**config.mk**
```make
export PLATFORM = sky130hd
export DESIGN_NAME = alu_seq
export DESIGN_NICKNAME = d
export VERILOG_FILES = /design/src/rtl/alu_pkg.sv /design/src/rtl/alu_muldiv_iter.sv /design/src/rtl/alu_seq.sv
export SDC_FILE = /design/constraint.sdc
export NUM_CORES = 1
export LEC_CHECK = 0
export CAP_MARGIN = 20
export CORE_MARGIN = 8
export CORE_UTILIZATION = 65
export DETAILED_ROUTE_END_ITERATION = 12
export GPL_TIMING_DRIVEN = 0
export HOLD_SLACK_MARGIN = 0.05
export PLACE_DENSITY = 0.92
export SKIP_CTS_REPAIR_TIMING = 1
export SYNTH_ARGS = -nofsm -noshare
export SYNTH_HDL_FRONTEND = slang
export SYNTH_SLANG_ARGS = --single-unit
```
**constraint.sdc**
```tcl
create_clock -name clk -period 12.95 [get_ports clk]
set_input_delay 1.9425 -clock clk [delete_from_list [all_inputs] [get_ports clk]]
set_output_delay 1.9425 -clock clk [all_outputs]
set_load 0.01 [all_outputs]
```
**src/rtl/alu_pkg.sv**
```systemverilog
// Shared types for the sequential ALU: opcode encoding, FSM states and
// the opcode-class helper used by the issue logic.
package alu_pkg;

    typedef enum logic [4:0] {
        OP_ADD    = 5'h00,
        OP_SUB    = 5'h01,
        OP_SLL    = 5'h02,
        OP_SLT    = 5'h03,
        OP_SLTU   = 5'h04,
        OP_XOR    = 5'h05,
        OP_SRL    = 5'h06,
        OP_SRA    = 5'h07,
        OP_OR     = 5'h08,
        OP_AND    = 5'h09,
        OP_MUL    = 5'h10,
        OP_MULH   = 5'h11,
        OP_MULHSU = 5'h12,
        OP_MULHU  = 5'h13,
        OP_DIV    = 5'h14,
        OP_DIVU   = 5'h15,
        OP_REM    = 5'h16,
        OP_REMU   = 5'h17
    } alu_op_e;

    typedef enum logic [1:0] {
        ST_IDLE = 2'd0,
        ST_BUSY = 2'd1,
        ST_DONE = 2'd2
    } alu_state_e;

    // Opcodes 0x10..0x17 belong to the multiply/divide unit.
    function automatic logic is_iter_op(input logic [4:0] op);
        return (op[4:3] == 2'b10);
    endfunction

    // Divide/remainder subset of the iterative class (0x14..0x17).
    function automatic logic is_div_op(input logic [4:0] op);
        return (op[4:2] == 3'b101);
    endfunction

endpackage

```
**src/rtl/alu_muldiv_iter.sv**
```systemverilog
// Bit-serial multiply / restoring divide. Works on unsigned magnitudes;
// the sign correction is applied combinationally to the final step so the
// parent can register a finished result on the same edge it leaves BUSY.
module alu_muldiv_iter
    import alu_pkg::*;
#(
    parameter int data_width = 32
) (
    input  logic                  clk,
    input  logic                  rst_n,
    input  logic                  flush,
    input  logic                  start,
    input  logic [4:0]            op,
    input  logic [data_width-1:0] rs1,
    input  logic [data_width-1:0] rs2,
    output logic                  done,
    output logic [data_width-1:0] result
);

    localparam int cnt_width = $clog2(data_width) + 1;
    localparam int w = data_width;

    logic [cnt_width-1:0] cnt;
    logic [2*w-1:0]       acc;       // mul: {partial_hi, multiplier}; div: {rem, quotient}
    logic [w-1:0]         b_mag;     // multiplicand / divisor magnitude
    logic [4:0]           op_q;
    logic                 neg_q;     // negate the selected result half

    logic                 a_signed, b_signed, sa, sb;
    logic [w-1:0]         a_mag_in, b_mag_in;
    logic                 neg_in;
    logic [w:0]           mul_sum;
    logic [w:0]           trial;
    logic [2*w-1:0]       mul_next, div_next, acc_next, prod;
    logic [w-1:0]         quo, rem;

    // Decode signedness and magnitudes of the operands presented at start.
    always_comb begin
        a_signed = (op == OP_MUL) || (op == OP_MULH) || (op == OP_MULHSU) ||
                   (op == OP_DIV) || (op == OP_REM);
        b_signed = (op == OP_MUL) || (op == OP_MULH) ||
                   (op == OP_DIV) || (op == OP_REM);
        sa       = a_signed & rs1[w-1];
        sb       = b_signed & rs2[w-1];
        a_mag_in = sa ? (~rs1 + 1'b1) : rs1;
        b_mag_in = sb ? (~rs2 + 1'b1) : rs2;
        // Remainder takes the dividend's sign; everything else the XOR.
        if ((op == OP_REM) || (op == OP_REMU))
            neg_in = sa;
        else
            neg_in = sa ^ sb;
    end

    // One shift-add or one restoring subtract-shift step.
    always_comb begin
        mul_sum  = {1'b0, acc[2*w-1:w]} + (acc[0] ? {1'b0, b_mag} : '0);
        mul_next = {mul_sum, acc[w-1:1]};
        trial    = {acc[2*w-1:w], acc[w-1]} - {1'b0, b_mag};
        if (!trial[w])
            div_next = {trial[w-1:0], acc[w-2:0], 1'b1};
        else
            div_next = {acc[2*w-2:w], acc[w-1], acc[w-2:0], 1'b0};
        acc_next = is_div_op(op_q) ? div_next : mul_next;
    end

    // Sign-correct and select the result from the post-step accumulator.
    always_comb begin
        prod   = neg_q ? (~acc_next + 1'b1) : acc_next;
        quo    = acc_next[w-1:0];
        rem    = acc_next[2*w-1:w];
        result = '0;
        case (op_q)
            OP_MUL:                       result = prod[w-1:0];
            OP_MULH, OP_MULHSU, OP_MULHU: result = prod[2*w-1:w];
            OP_DIV, OP_DIVU:              result = neg_q ? (~quo + 1'b1) : quo;
            OP_REM, OP_REMU:              result = neg_q ? (~rem + 1'b1) : rem;
            default:                      result = '0;
        endcase
    end

    // The step taken while the counter is 1 is the last one.
    always_comb begin
        done = (cnt == cnt_width'(1));
    end

    // Operand latch, accumulator and iteration counter.
    always_ff @(posedge clk or negedge rst_n) begin
        if (!rst_n) begin
            cnt   <= '0;
            acc   <= '0;
            b_mag <= '0;
            op_q  <= '0;
            neg_q <= 1'b0;
        end else if (flush) begin
            cnt   <= '0;
        end else if (start) begin
            cnt   <= cnt_width'(data_width);
            acc   <= {{w{1'b0}}, a_mag_in};
            b_mag <= b_mag_in;
            op_q  <= op;
            neg_q <= neg_in;
        end else if (cnt != '0) begin
            cnt   <= cnt - 1'b1;
            acc   <= acc_next;
        end
    end

endmodule

```
**src/rtl/alu_seq.sv**
```systemverilog
// Handshaked ALU: single-cycle RV32I ops plus iterative RV-M mul/div.
//
// Handshake: a transfer on either side happens on a rising edge where
// valid && ready are both high. Issue inputs are sampled only on that edge;
// data is held stable from out_valid rising until its handshake.
module alu_seq
    import alu_pkg::*;
#(
    parameter int data_width = 32
) (
    input  logic                  clk,
    input  logic                  rst_n,
    input  logic                  in_valid,
    output logic                  in_ready,
    input  logic [4:0]            alu_in,
    input  logic [data_width-1:0] data_rs1,
    input  logic [data_width-1:0] data_rs2,
    input  logic                  flush,
    output logic                  out_valid,
    input  logic                  out_ready,
    output logic [data_width-1:0] data,
    output logic                  busy
);

    localparam int shamt_width = $clog2(data_width);
    localparam logic [data_width-1:0] most_neg = {1'b1, {(data_width-1){1'b0}}};

    alu_state_e            state, state_next;
    logic [data_width-1:0] data_q;
    logic [data_width-1:0] alu_result, fast_result, issue_result;
    logic [data_width-1:0] mdu_result;
    logic                  mdu_done;
    logic                  accept, iter_op, div_zero, div_ovf, fast_path, start;
    logic [shamt_width-1:0] shamt;

    // Issue-side decode: what kind of op is being accepted this cycle.
    always_comb begin
        accept    = in_valid && (state == ST_IDLE) && !flush;
        iter_op   = is_iter_op(alu_in);
        div_zero  = is_div_op(alu_in) && (data_rs2 == '0);
        div_ovf   = ((alu_in == OP_DIV) || (alu_in == OP_REM)) &&
                    (data_rs1 == most_neg) && (data_rs2 == '1);
        fast_path = div_zero || div_ovf;
        start     = accept && iter_op && !fast_path;
        shamt     = data_rs2[shamt_width-1:0];
    end

    // Single-cycle datapath; unknown opcodes yield zero.
    always_comb begin
        alu_result = '0;
        case (alu_in)
            OP_ADD:  alu_result = data_rs1 + data_rs2;
            OP_SUB:  alu_result = data_rs1 - data_rs2;
            OP_SLL:  alu_result = data_rs1 << shamt;
            OP_SLT:  alu_result = {{(data_width-1){1'b0}}, ($signed(data_rs1) < $signed(data_rs2))};
            OP_SLTU: alu_result = {{(data_width-1){1'b0}}, (data_rs1 < data_rs2)};
            OP_XOR:  alu_result = data_rs1 ^ data_rs2;
            OP_SRL:  alu_result = data_rs1 >> shamt;
            OP_SRA:  alu_result = $signed(data_rs1) >>> shamt;
            OP_OR:   alu_result = data_rs1 | data_rs2;
            OP_AND:  alu_result = data_rs1 & data_rs2;
            default: alu_result = '0;
        endcase
    end

    // Divide fast paths: divide-by-zero wins over signed overflow.
    always_comb begin
        fast_result = '0;
        if (div_zero) begin
            if ((alu_in == OP_DIV) || (alu_in == OP_DIVU))
                fast_result = '1;
            else
                fast_result = data_rs1;
        end else if (div_ovf) begin
            if (alu_in == OP_DIV)
                fast_result = data_rs1;
            else
                fast_result = '0;
        end
        issue_result = iter_op ? fast_result : alu_result;
    end

    alu_muldiv_iter #(
        .data_width(data_width)
    ) u_muldiv (
        .clk    (clk),
        .rst_n  (rst_n),
        .flush  (flush),
        .start  (start),
        .op     (alu_in),
        .rs1    (data_rs1),
        .rs2    (data_rs2),
        .done   (mdu_done),
        .result (mdu_result)
    );

    // FSM state register.
    always_ff @(posedge clk or negedge rst_n) begin
        if (!rst_n)
            state <= ST_IDLE;
        else
            state <= state_next;
    end

    // FSM next-state logic; flush overrides everything.
    always_comb begin
        state_next = state;
        if (flush) begin
            state_next = ST_IDLE;
        end else begin
            case (state)
                ST_IDLE: if (accept) state_next = start ? ST_BUSY : ST_DONE;
                ST_BUSY: if (mdu_done) state_next = ST_DONE;
                ST_DONE: if (out_ready) state_next = ST_IDLE;
                default: state_next = ST_IDLE;
            endcase
        end
    end

    // FSM outputs decoded from the current state.
    always_comb begin
        in_ready  = (state == ST_IDLE);
        busy      = (state == ST_BUSY);
        out_valid = (state == ST_DONE);
        data      = data_q;
    end

    // Result register: loaded on a single-cycle accept or the final mul/div step.
    always_ff @(posedge clk or negedge rst_n) begin
        if (!rst_n)
            data_q <= '0;
        else if (flush)
            data_q <= '0;
        else if (accept && !start)
            data_q <= issue_result;
        else if ((state == ST_BUSY) && mdu_done)
            data_q <= mdu_result;
    end

endmodule

```
==> impl_results.html, run 1 <==
<table>
<tr><th>Metric</th><th>Value</th></tr>
<tr><th colspan="2">Synth</th></tr>
<tr><td>Cells after Synth</td><td>3226</td></tr>
<tr><td>Xor/xnor share of the synthesized area</td><td>6.04%</td></tr>
<tr><td>Proportion of netlist area held by the largest area contributor</td><td>15.3%</td></tr>
<tr><td>Post-synthesis async set-or-reset flop share</td><td>100%</td></tr>
<tr><td>Register bit count reported by yosys</td><td>142</td></tr>
<tr><td>Simple-gate share of the synthesized area</td><td>21.6%</td></tr>
<tr><td>Area share of fa/ha/maj cells after synthesis</td><td>9.40%</td></tr>
<tr><td>Library cell with the highest instance count after synthesis</td><td>nand2_1</td></tr>
<tr><td>Syn Std Cell Area</td><td>23200 um2</td></tr>
<tr><td>Portion of netlist area occupied by mux cells</td><td>9.45%</td></tr>
<tr><td>EDFF count, synth</td><td>0</td></tr>
<tr><td>Area contributors post-synth</td><td>dfrtp_1 (15%), ha_1 (9.1%), o21ai_0 (7.7%)</td></tr>
<tr><td>Biggest area consumer among synthesized cells</td><td>dfrtp_1</td></tr>
<tr><td>Number of distinct library cells after synthesis</td><td>96</td></tr>
<tr><td>Proportion of synthesized chip area in sequential cells</td><td>15.3%</td></tr>
<tr><td>Dominant combinational cell family by area after synthesis</td><td>compound AO/OA/AOI/OAI gates</td></tr>
<tr><td>Post-synth net total</td><td>3472</td></tr>
<tr><td>Warning count from the yosys run</td><td>0</td></tr>
<tr><td>Most instantiated cells after synthesis</td><td>nand2_1 (379), o21ai_0 (355), nor2_1 (267)</td></tr>
<tr><td>Average footprint of a synthesized cell</td><td>7.19 um2</td></tr>
<tr><td>Complex-gate fraction of the synthesized area</td><td>31.6%</td></tr>
<tr><td>Synth Flop Type</td><td>dfrtp_1</td></tr>
<tr><th colspan="2">CTS</th></tr>
<tr><td>CTS H-tree depth</td><td>4</td></tr>
<tr><td>TritonCTS Sinks</td><td>142</td></tr>
<tr><td>Total CTS buffers</td><td>17</td></tr>
<tr><td>Number of buffers on the longest clock path</td><td>2</td></tr>
<tr><td>Clock Tree Root</td><td>clkbuf_16</td></tr>
<tr><th colspan="2">Place</th></tr>
<tr><td>Port bufs</td><td>105</td></tr>
<tr><td>DP HPWL</td><td>84.3 mm</td></tr>
<tr><td>Placed Instance Area</td><td>24900 um2</td></tr>
<tr><td>Global placement routability congestion</td><td>1.35</td></tr>
<tr><td>Placed instance count</td><td>3797</td></tr>
<tr><th colspan="2">Global routing</th></tr>
<tr><td>Overall track demand over capacity in global routing</td><td>57.0%</td></tr>
<tr><td>Maximum number of pins on one net before global-route repair</td><td>73</td></tr>
<tr><td>Global-route wire length before repair</td><td>184 mm</td></tr>
<tr><td>GRT overflow</td><td>15</td></tr>
<tr><td>Via count of the first global-routing pass</td><td>30.5k</td></tr>
<tr><th colspan="2">Outcome</th></tr>
<tr><td>Failing step</td><td>5_1_grt</td></tr>
<tr><td>First logged error message</td><td>[ERROR GRT-0116] Global routing finished with congestion. Check the congestion regions in the DRC Viewer.</td></tr>
<tr><td>Run status</td><td>stopped before the end</td></tr>
<tr><th colspan="2">Die</th></tr>
<tr><td>Floorplan die height</td><td>205 um</td></tr>
<tr><td>Die extent in x</td><td>205 um</td></tr>
<tr><td>Number of rows in the core area</td><td>69</td></tr>
<tr><td>Initial standard-cell utilization of the core</td><td>65.5%</td></tr>
<tr><td>Top-Level Pins</td><td>109</td></tr>
</table>
[per-stage QoR]
stage | util, % | hold WS (ns) | setup WS (ns)
after detailed placement | 70.3 | 0.491 | 4.06
after CTS | 72.1 | 0.504 | 4.32
after global placement | 70.1 | 0.470 | 4.06
after floorplan | - | 0.464 | 6.95
[logic make-up after synthesis]
| group | after synthesis |
|---|---|
| AO/OA/AOI/OAI | 1125 |
| XOR/XNOR | 160 |
| adder cells (fa/ha/maj) | 172 |
| buffers and inverters | 398 |
| flip-flops | 142 |
| multiplexers | 155 |
| AND/OR/NAND/NOR | 1074 |
[layer usage]
metal | overflow | global-route usage [%]
met1 | 0 | 57.2
met3 | 0 | 44.6
met5 | 0 | 16.9
met2 | 6 | 72.4
met4 | 9 | 52.4
==> run 2, diff against run 1 <==
--- a/config.mk
+++ b/config.mk
@@ -7,11 +7,10 @@
 export LEC_CHECK = 0
 export CAP_MARGIN = 20
 export CORE_MARGIN = 8
-export CORE_UTILIZATION = 65
+export CORE_UTILIZATION = 40
 export DETAILED_ROUTE_END_ITERATION = 12
 export GPL_TIMING_DRIVEN = 0
-export HOLD_SLACK_MARGIN = 0.05
-export PLACE_DENSITY = 0.92
+export PLACE_DENSITY_LB_ADDON = 0.15
 export SKIP_CTS_REPAIR_TIMING = 1
 export SYNTH_ARGS = -nofsm -noshare
 export SYNTH_HDL_FRONTEND = slang
==> run 2 against run 1 <==
  * The run now ends clean
  * Area after synthesis stayed put
  * Synthesized cell count did not move
==> impl_results.html, run 2 <==
<table>
<tr><th>Metric</th><th>Value</th></tr>
<tr><th colspan="2">Place</th></tr>
<tr><td>DP Worst Slack</td><td>3.53 ns (was 4.06 ns)</td></tr>
<tr><td>Port bufs</td><td>105 (unchanged)</td></tr>
<tr><td>Placed Instance Area</td><td>25400 um2 (was 24900 um2)</td></tr>
<tr><td>Global placement routability congestion</td><td>1.07 (was 1.35)</td></tr>
<tr><td>DP HPWL</td><td>113 mm (was 84.3 mm)</td></tr>
<tr><td>Placed instance count</td><td>4112 (was 3797)</td></tr>
<tr><th colspan="2">Detailed routing</th></tr>
<tr><td>First drt pass iteration count</td><td>7</td></tr>
<tr><td>Detailed Route WL</td><td>138 mm</td></tr>
<tr><td>Final routed DRC violation total</td><td>0</td></tr>
<tr><td>First-iteration detailed-routing DRC count</td><td>3547</td></tr>
<tr><td>Wirelength per Cell</td><td>33.3 um</td></tr>
<tr><td>Avg Vias per Cell</td><td>6.77</td></tr>
<tr><td>Detail Route Antenna Nets</td><td>0</td></tr>
<tr><td>Total via count in the routed design</td><td>28.1k</td></tr>
<tr><th colspan="2">Die</th></tr>
<tr><td>Top-Level Pins</td><td>109 (unchanged)</td></tr>
<tr><td>Core footprint</td><td>57500 um2</td></tr>
<tr><td>Area of the die</td><td>66000 um2</td></tr>
<tr><td>Floorplan die height</td><td>257 um (was 205 um)</td></tr>
<tr><td>Number of rows in the core area</td><td>88 (was 69)</td></tr>
<tr><td>Initial standard-cell utilization of the core</td><td>40.4% (was 65.5%)</td></tr>
<tr><td>Die extent in x</td><td>257 um (was 205 um)</td></tr>
<tr><th colspan="2">Job</th></tr>
<tr><td>Max cap viols</td><td>0</td></tr>
<tr><th colspan="2">Global routing</th></tr>
<tr><td>Via count of the first global-routing pass</td><td>27.3k</td></tr>
<tr><td>Overall track demand over capacity in global routing</td><td>39.9%</td></tr>
<tr><td>GRT overflow</td><td>0</td></tr>
<tr><td>Maximum number of pins on one net before global-route repair</td><td>81</td></tr>
<tr><td>Antenna violations before repair</td><td>3</td></tr>
<tr><td>Global-route wire length before repair</td><td>194 mm</td></tr>
<tr><th colspan="2">Synth</th></tr>
<tr><td>Area contributors post-synth</td><td>dfrtp_1 (15%), ha_1 (9.1%), o21ai_0 (7.7%) (unchanged)</td></tr>
<tr><td>Number of distinct library cells after synthesis</td><td>96 (unchanged)</td></tr>
<tr><td>Library cell with the highest instance count after synthesis</td><td>nand2_1 (unchanged)</td></tr>
<tr><td>Cells after Synth</td><td>3226 (unchanged)</td></tr>
<tr><td>Syn Std Cell Area</td><td>23200 um2 (unchanged)</td></tr>
<tr><td>Biggest area consumer among synthesized cells</td><td>dfrtp_1 (unchanged)</td></tr>
<tr><td>Most instantiated cells after synthesis</td><td>nand2_1 (379), o21ai_0 (355), nor2_1 (267) (unchanged)</td></tr>
<tr><td>EDFF count, synth</td><td>0 (unchanged)</td></tr>
<tr><td>Post-synth net total</td><td>3472 (unchanged)</td></tr>
<tr><td>Proportion of netlist area held by the largest area contributor</td><td>15.3% (unchanged)</td></tr>
<tr><td>Portion of netlist area occupied by mux cells</td><td>9.45% (unchanged)</td></tr>
<tr><td>Proportion of synthesized chip area in sequential cells</td><td>15.3% (unchanged)</td></tr>
<tr><td>Average footprint of a synthesized cell</td><td>7.19 um2 (unchanged)</td></tr>
<tr><td>Warning count from the yosys run</td><td>0 (unchanged)</td></tr>
<tr><td>Area share of fa/ha/maj cells after synthesis</td><td>9.40% (unchanged)</td></tr>
<tr><td>Xor/xnor share of the synthesized area</td><td>6.04% (unchanged)</td></tr>
<tr><td>Synth Flop Type</td><td>dfrtp_1 (unchanged)</td></tr>
<tr><td>Dominant combinational cell family by area after synthesis</td><td>compound AO/OA/AOI/OAI gates (unchanged)</td></tr>
<tr><td>Post-synthesis async set-or-reset flop share</td><td>100% (unchanged)</td></tr>
<tr><td>Register bit count reported by yosys</td><td>142 (unchanged)</td></tr>
<tr><td>Simple-gate share of the synthesized area</td><td>21.6% (unchanged)</td></tr>
<tr><td>Complex-gate fraction of the synthesized area</td><td>31.6% (unchanged)</td></tr>
<tr><th colspan="2">Setup path</th></tr>
<tr><td>CP bufs+invs</td><td>8</td></tr>
<tr><td>Worst setup path class</td><td>flip-flop to flip-flop</td></tr>
<tr><td>Slowest stage delay, CP</td><td>0.98 ns</td></tr>
<tr><td>Data required time of the worst path</td><td>13.31 ns</td></tr>
<tr><td>Setup crit start kind</td><td>flip-flop</td></tr>
<tr><td>Data arrival time of the critical path</td><td>9.88 ns</td></tr>
<tr><td>CP delay by family, top</td><td>buffers and inverters</td></tr>
<tr><td>Sort of element at the end of the critical path</td><td>flip-flop</td></tr>
<tr><td>Worst Path Max Fanout</td><td>10</td></tr>
<tr><td>Slowest library cell on the worst path</td><td>nor4_1</td></tr>
<tr><td>Cell occurring most often along the worst timing path</td><td>buf_1</td></tr>
<tr><th colspan="2">Outcome</th></tr>
<tr><td>Run status</td><td>finished clean (was stopped before the end)</td></tr>
<tr><th colspan="2">CTS</th></tr>
<tr><td>TritonCTS clock tree</td><td>done</td></tr>
<tr><td>Insertion delay to the later sink of the worst-skew pair</td><td>0.48 ns</td></tr>
<tr><td>Number of buffers on the longest clock path</td><td>2 (unchanged)</td></tr>
<tr><td>Total CTS buffers</td><td>17 (unchanged)</td></tr>
<tr><td>TritonCTS Sinks</td><td>142 (unchanged)</td></tr>
<tr><td>Clock Tree Root</td><td>clkbuf_16 (unchanged)</td></tr>
<tr><td>CTS H-tree depth</td><td>4 (unchanged)</td></tr>
<tr><td>Clock slew seen by the registers of the worst setup and hold paths</td><td>0.07 ns</td></tr>
<tr><th colspan="2">Cells and area</th></tr>
<tr><td>Final std cell area, no fill</td><td>26000 um2</td></tr>
<tr><td>Register with the most flip-flops</td><td>u_muldiv.acc</td></tr>
<tr><td>Most common cell after layout, fill and taps aside</td><td>nand2_1</td></tr>
<tr><td>Area growth from synthesis to layout</td><td>12.0%</td></tr>
<tr><td>Number of standard cells in the layout, taps in and fillers out</td><td>4147</td></tr>
<tr><td>Nets</td><td>3612</td></tr>
<tr><td>Max FFs per register</td><td>64</td></tr>
<tr><td>Share of post-route cells with drive strength above 1</td><td>5.33%</td></tr>
<tr><td>Commonest cells after routing, fill and taps aside</td><td>nand2_1 (379), o21ai_0 (355), nor2_1 (267)</td></tr>
<tr><th colspan="2">STA</th></tr>
<tr><td>Unrepaired setup endpoints after global routing</td><td>no</td></tr>
<tr><td>Pins over their slew limit</td><td>0</td></tr>
<tr><td>Tmin final</td><td>9.52 ns</td></tr>
<tr><td>Fin crit share</td><td>73.5%</td></tr>
<tr><td>Least setup slack across all paths after layout</td><td>3.43 ns</td></tr>
<tr><td>Final count of negative-setup-slack endpoints</td><td>0</td></tr>
<tr><td>Max Freq</td><td>0.105 GHz</td></tr>
<tr><td>Max-slew headroom</td><td>17.8%</td></tr>
<tr><td>Endpoints failing hold</td><td>0</td></tr>
<tr><td>Actual transition at the worst max-transition pin</td><td>1.22 ns</td></tr>
<tr><td>Sum of negative setup slack</td><td>0 ns</td></tr>
<tr><td>Skew final</td><td>0.0145 ns</td></tr>
<tr><th colspan="2">Power</th></tr>
<tr><td>P_leak</td><td>10.5 nW</td></tr>
<tr><td>Total power density per cell area</td><td>187 nW/um2</td></tr>
<tr><td>VDD IR max</td><td>0.115 mV</td></tr>
<tr><th colspan="2">Min path</th></tr>
<tr><td>Class of the worst hold path</td><td>flip-flop to flip-flop</td></tr>
</table>
## run 2: cell type report
class                   count  area (um2)
diodes                      3        7.51
plain buffers             241         950
clock buffers              17         425
clock inverters            15         188
fillers                  6021       31500
inverters                 157         589
multi-input cells        2686       18100
flip-flops and latches    142        3550
well taps                 765         957
repair buffers            121        1180
## run 2: routing by layer
| metal | up-vias | wire, um | GRT usage, % |
|---|---|---|---|
| met4 | 2 | 14700 | 34.8 |
| met3 | 591 | 10900 | 6.69 |
| met1 | 13500 | 48000 | 42.7 |
| met5 | - | 48 | 0 |
| li1 | 12200 | - | - |
| met2 | 1843 | 64400 | 67.7 |
## run 2: cell families (layout without fill, tap and decap cells)
group | after synthesis | after routing
DFF | 142 | 142
and+or+nand+nor | 1074 | 1074
xor gates and xnor gates | 160 | 160
muxes | 155 | 155
other | 0 | 3
buffers and inverters | 398 | 551
AOI/OAI and AO/OA | 1125 | 1125
adders and majority gates | 172 | 172
## run 2: worst paths after layout
kind | startpoint | cells after the start | endpoint | slack (ns)
max | u_muldiv.acc[31] | 29 | data[22] | 3.43
min reg2reg | data[28] | 2 | data[28] | 0.49
min in group asynchronous | rst_n | 1 | data[7] | 1.46
max in group asynchronous | rst_n | 2 | u_muldiv.acc[60] | 10.55
min | data[28] | 2 | data[28] | 0.49
max reg2reg | u_muldiv.acc[31] | 29 | data[22] | 3.43
## run 2: where the power goes
part           switching [mW]  total [mW]  internal [mW]  leakage, nW
logic                    2.34        3.52           1.18         8.35
registers               0.189       0.783          0.594         1.82
clock network           0.239       0.545          0.306        0.296
## run 2: worst min-delay path: stages (launching register included)
cell and delay (ns):
dfrtp_1 0.35, nand2_1 0.05, o31ai_1 0.05
## run 2: through the flow
| step | hold WS [ns] | power (mW) | utilization (%) |
|---|---|---|---|
| after floorplan | 0.464 | 2.95 | - |
| after global placement | 0.483 | 4.12 | 43.9 |
| after detailed placement | 0.479 | 4.16 | 44.2 |
| after CTS | 0.493 | 4.72 | 45.2 |
| after global routing | 0.516 | 5.09 | 45.2 |
| final | 0.487 | 4.85 | 45.2 |
(Power assumes the default switching activity.)
==> run 3, diff against run 2 <==
==> constraint.sdc (replaced) <==
create_clock -name clk -period 8 [get_ports clk]
set_input_delay 1.2 -clock clk [delete_from_list [all_inputs] [get_ports clk]]
set_output_delay 1.2 -clock clk [all_outputs]
set_load 0.01 [all_outputs]
==> run 3 against run 2 <==
  * First-iteration DRC count decreased by 1.5%
  * Via count up 0.17%
  * Routed wire length down 0.28%
  * Critical endpoint is now u_muldiv.acc[43]
==> impl_results.html, run 3 (synthesis results as in run 2) <==
<table>
<tr><th>Metric</th><th>Value</th></tr>
<tr><th colspan="2">CTS</th></tr>
<tr><td>TritonCTS clock tree</td><td>done (unchanged)</td></tr>
<tr><td>Number of buffers on the longest clock path</td><td>2 (unchanged)</td></tr>
<tr><td>Insertion delay to the later sink of the worst-skew pair</td><td>0.48 ns (about the same)</td></tr>
<tr><td>Clock slew seen by the registers of the worst setup and hold paths</td><td>0.07 ns (about the same)</td></tr>
<tr><td>Clock Tree Root</td><td>clkbuf_16 (unchanged)</td></tr>
<tr><td>TritonCTS Sinks</td><td>142 (unchanged)</td></tr>
<tr><td>CTS H-tree depth</td><td>4 (unchanged)</td></tr>
<tr><td>Total CTS buffers</td><td>17 (unchanged)</td></tr>
<tr><th colspan="2">Detailed routing</th></tr>
<tr><td>First drt pass iteration count</td><td>6 (was 7)</td></tr>
<tr><td>Avg Vias per Cell</td><td>6.79 (was 6.77)</td></tr>
<tr><td>First-iteration detailed-routing DRC count</td><td>3494 (was 3547)</td></tr>
<tr><td>Total via count in the routed design</td><td>28.1k (about the same)</td></tr>
<tr><td>Final routed DRC violation total</td><td>0 (unchanged)</td></tr>
<tr><td>Detailed Route WL</td><td>138 mm (about the same)</td></tr>
<tr><td>Detail Route Antenna Nets</td><td>0 (unchanged)</td></tr>
<tr><td>Wirelength per Cell</td><td>33.2 um (was 33.3 um)</td></tr>
<tr><th colspan="2">Global routing</th></tr>
<tr><td>Most utilized layer in the global route result</td><td>met2 (unchanged)</td></tr>
<tr><td>Met2 Use GR</td><td>67.8% (was 67.7%)</td></tr>
<tr><td>Via count of the first global-routing pass</td><td>27.3k (about the same)</td></tr>
<tr><td>Maximum number of pins on one net before global-route repair</td><td>81 (unchanged)</td></tr>
<tr><td>Global-route wire length before repair</td><td>194 mm (about the same)</td></tr>
<tr><td>Overall track demand over capacity in global routing</td><td>39.9% (about the same)</td></tr>
<tr><td>GRT overflow</td><td>0 (unchanged)</td></tr>
<tr><td>GRT met1 Usage</td><td>42.8% (was 42.7%)</td></tr>
<tr><td>GR Util met3</td><td>6.65% (was 6.69%)</td></tr>
<tr><td>Antenna violations before repair</td><td>3 (unchanged)</td></tr>
<tr><th colspan="2">Die</th></tr>
<tr><td>Die extent in x</td><td>257 um (unchanged)</td></tr>
<tr><td>Number of rows in the core area</td><td>88 (unchanged)</td></tr>
<tr><td>Core footprint</td><td>57500 um2 (unchanged)</td></tr>
<tr><td>Area of the die</td><td>66000 um2 (unchanged)</td></tr>
<tr><td>Floorplan die height</td><td>257 um (unchanged)</td></tr>
<tr><td>Top-Level Pins</td><td>109 (unchanged)</td></tr>
<tr><td>Initial standard-cell utilization of the core</td><td>40.4% (unchanged)</td></tr>
<tr><th colspan="2">Setup path</th></tr>
<tr><td>Cell occurring most often along the worst timing path</td><td>clkbuf_1 (was buf_1)</td></tr>
<tr><td>Reg2reg start</td><td>u_muldiv.op_q[2] (was u_muldiv.acc[31])</td></tr>
<tr><td>Worst setup path class</td><td>primary input to flip-flop (was flip-flop to flip-flop)</td></tr>
<tr><td>Data arrival time of the critical path</td><td>8.28 ns (was 9.88 ns)</td></tr>
<tr><td>Data required time of the worst path</td><td>8.38 ns (was 13.31 ns)</td></tr>
<tr><td>Setup crit start kind</td><td>primary input (was flip-flop)</td></tr>
<tr><td>Worst Path Max Fanout</td><td>10 (unchanged)</td></tr>
<tr><td>Cells along the critical path</td><td>clkdlybuf4s50_1 &gt; clkbuf_1 &gt; clkinv_1 &gt; buf_1 &gt; ha_1 &gt; nand3_1 &gt; nor2_1 &gt; nand3_1 &gt; nor4_4 &gt; nor3_1 &gt; and2_1 &gt; o21bai_1 &gt; clkbuf_1 &gt; clkbuf_1 &gt; clkdlybuf4s15_1 &gt; nand2_1 &gt; o31ai_1</td></tr>
<tr><td>CP bufs+invs</td><td>7 (was 8)</td></tr>
<tr><td>Slowest stage delay, CP</td><td>0.85 ns (was 0.98 ns)</td></tr>
<tr><td>Sort of element at the end of the critical path</td><td>flip-flop (unchanged)</td></tr>
<tr><td>CP delay by family, top</td><td>buffers and inverters (unchanged)</td></tr>
<tr><td>Slowest library cell on the worst path</td><td>clkdlybuf4s15_1 (was nor4_1)</td></tr>
<tr><td>Launching element of the worst setup path</td><td>data_rs2[0] (was u_muldiv.acc[31])</td></tr>
<tr><th colspan="2">STA</th></tr>
<tr><td>Pins over their slew limit</td><td>0 (unchanged)</td></tr>
<tr><td>Sum of negative setup slack</td><td>0 ns (unchanged)</td></tr>
<tr><td>Unrepaired setup endpoints after global routing</td><td>no (unchanged)</td></tr>
<tr><td>Endpoints failing hold</td><td>0 (unchanged)</td></tr>
<tr><td>Max-slew headroom</td><td>13.5% (was 17.8%)</td></tr>
<tr><td>Tmin final</td><td>7.90 ns</td></tr>
<tr><td>Max Freq</td><td>0.127 GHz</td></tr>
<tr><td>Final count of negative-setup-slack endpoints</td><td>0 (unchanged)</td></tr>
<tr><td>Fin crit share</td><td>98.7%</td></tr>
<tr><td>Skew final</td><td>0.0150 ns (was 0.0145 ns)</td></tr>
<tr><td>Worst hold slack</td><td>0.488 ns (was 0.487 ns)</td></tr>
<tr><td>Actual transition at the worst max-transition pin</td><td>1.28 ns (was 1.22 ns)</td></tr>
<tr><th colspan="2">Cells and area</th></tr>
<tr><td>Fill count</td><td>6007 (was 6021)</td></tr>
<tr><td>Nets</td><td>3611 (was 3612)</td></tr>
<tr><td>Area growth from synthesis to layout</td><td>12.4% (was 12.0%)</td></tr>
<tr><td>Share of post-route cells with drive strength above 1</td><td>5.71% (was 5.33%)</td></tr>
<tr><td>Max FFs per register</td><td>64 (unchanged)</td></tr>
<tr><td>Register with the most flip-flops</td><td>u_muldiv.acc (unchanged)</td></tr>
<tr><td>Most common cell after layout, fill and taps aside</td><td>nand2_1 (unchanged)</td></tr>
<tr><td>Commonest cells after routing, fill and taps aside</td><td>nand2_1 (379), o21ai_0 (355), nor2_1 (267) (unchanged)</td></tr>
<tr><th colspan="2">Job</th></tr>
<tr><td>Max cap viols</td><td>0 (unchanged)</td></tr>
<tr><th colspan="2">Power</th></tr>
<tr><td>P_leak</td><td>10.5 nW (about the same)</td></tr>
<tr><td>Total power density per cell area</td><td>301 nW/um2 (was 187 nW/um2)</td></tr>
<tr><td>VDD IR max</td><td>0.187 mV (was 0.115 mV)</td></tr>
<tr><th colspan="2">Outcome</th></tr>
<tr><td>Run status</td><td>finished clean (unchanged)</td></tr>
<tr><th colspan="2">Min path</th></tr>
<tr><td>Startpoint of the tightest hold check path</td><td>data[28] (unchanged)</td></tr>
<tr><td>Class of the worst hold path</td><td>flip-flop to flip-flop (unchanged)</td></tr>
<tr><th colspan="2">Place</th></tr>
<tr><td>Port bufs</td><td>105 (unchanged)</td></tr>
<tr><td>Global placement routability congestion</td><td>1.07 (unchanged)</td></tr>
<tr><td>DP HPWL</td><td>113 mm (unchanged)</td></tr>
</table>
-- run 3: cell count changes in the layout (fill, tap and decap cells not counted), moves of 2 or more --
cell	before	now
nor4_2	4	2
buf_1	29	24
nor4_4	0	3
clkbuf_1	194	188
clkbuf_2	0	6
buf_4	9	12
-- run 3: path summary, 6_finish.rpt --
| path | end | slack, ns | cells past startpoint |
|---|---|---|---|
| min in group asynchronous | data[7] | 0.71 | 1 |
| max in group asynchronous | u_muldiv.acc[60] | 6.36 | 2 |
| worst min register to register | data[28] | 0.49 | 2 |
| worst max register to register | data[12] | 0.18 | 20 |
| worst min-delay path | data[28] | 0.49 | 2 |
| worst max-delay path | u_muldiv.acc[43] | 0.10 | 17 |
-- run 3: layout make-up --
type	count	area, um2	area share (%)
Clock inverter	15	188	0.720
Multi-Input combinational cell	2686	18200	69.8
Clock buffer	17	425	1.63
Inverter	157	589	2.26
Sequential cell	142	3550	13.6
Buffer	237	951	3.65
Timing Repair Buffer	124	1200	4.60
Tap cell	765	957	3.67
Antenna cell	4	10.0	0.0384
-- run 3: routing by layer --
layer,vias to the layer above,wire length (um)
met5,-,50
met4,2,14500
met3,590,10500
met2,1840,64400
met1,13500,48100
li1,12200,-
-- run 3: tightest hold or removal path, cell delays in order (launching register included) --
cell and delay (ns):
dfrtp_1 0.35, nand2_1 0.05, o31ai_1 0.05
-- run 3: metrics by stage --
step	utilization (%)	cell area (um2)	instances	setup slack (ns)	total power, mW
5_1_grt	45.3	26100	4143	0.0553	8.26
6_report	45.4	26100	4147	0.103	7.85
2_1_floorplan	-	23200	3226	2.23	4.78
3_5_place_dp	44.2	25400	4112	-1.19	6.73
3_3_place_gp	43.9	25200	4096	-1.66	6.67
4_1_cts	45.2	26000	4144	-1.24	7.64
-- run 3: power breakdown --
part | switching (mW) | total [mW] | internal, mW | leakage [nW]
logic | 3.78 | 5.70 | 1.92 | 8.41
clock network | 0.387 | 0.883 | 0.495 | 0.296
registers | 0.307 | 1.27 | 0.961 | 1.82
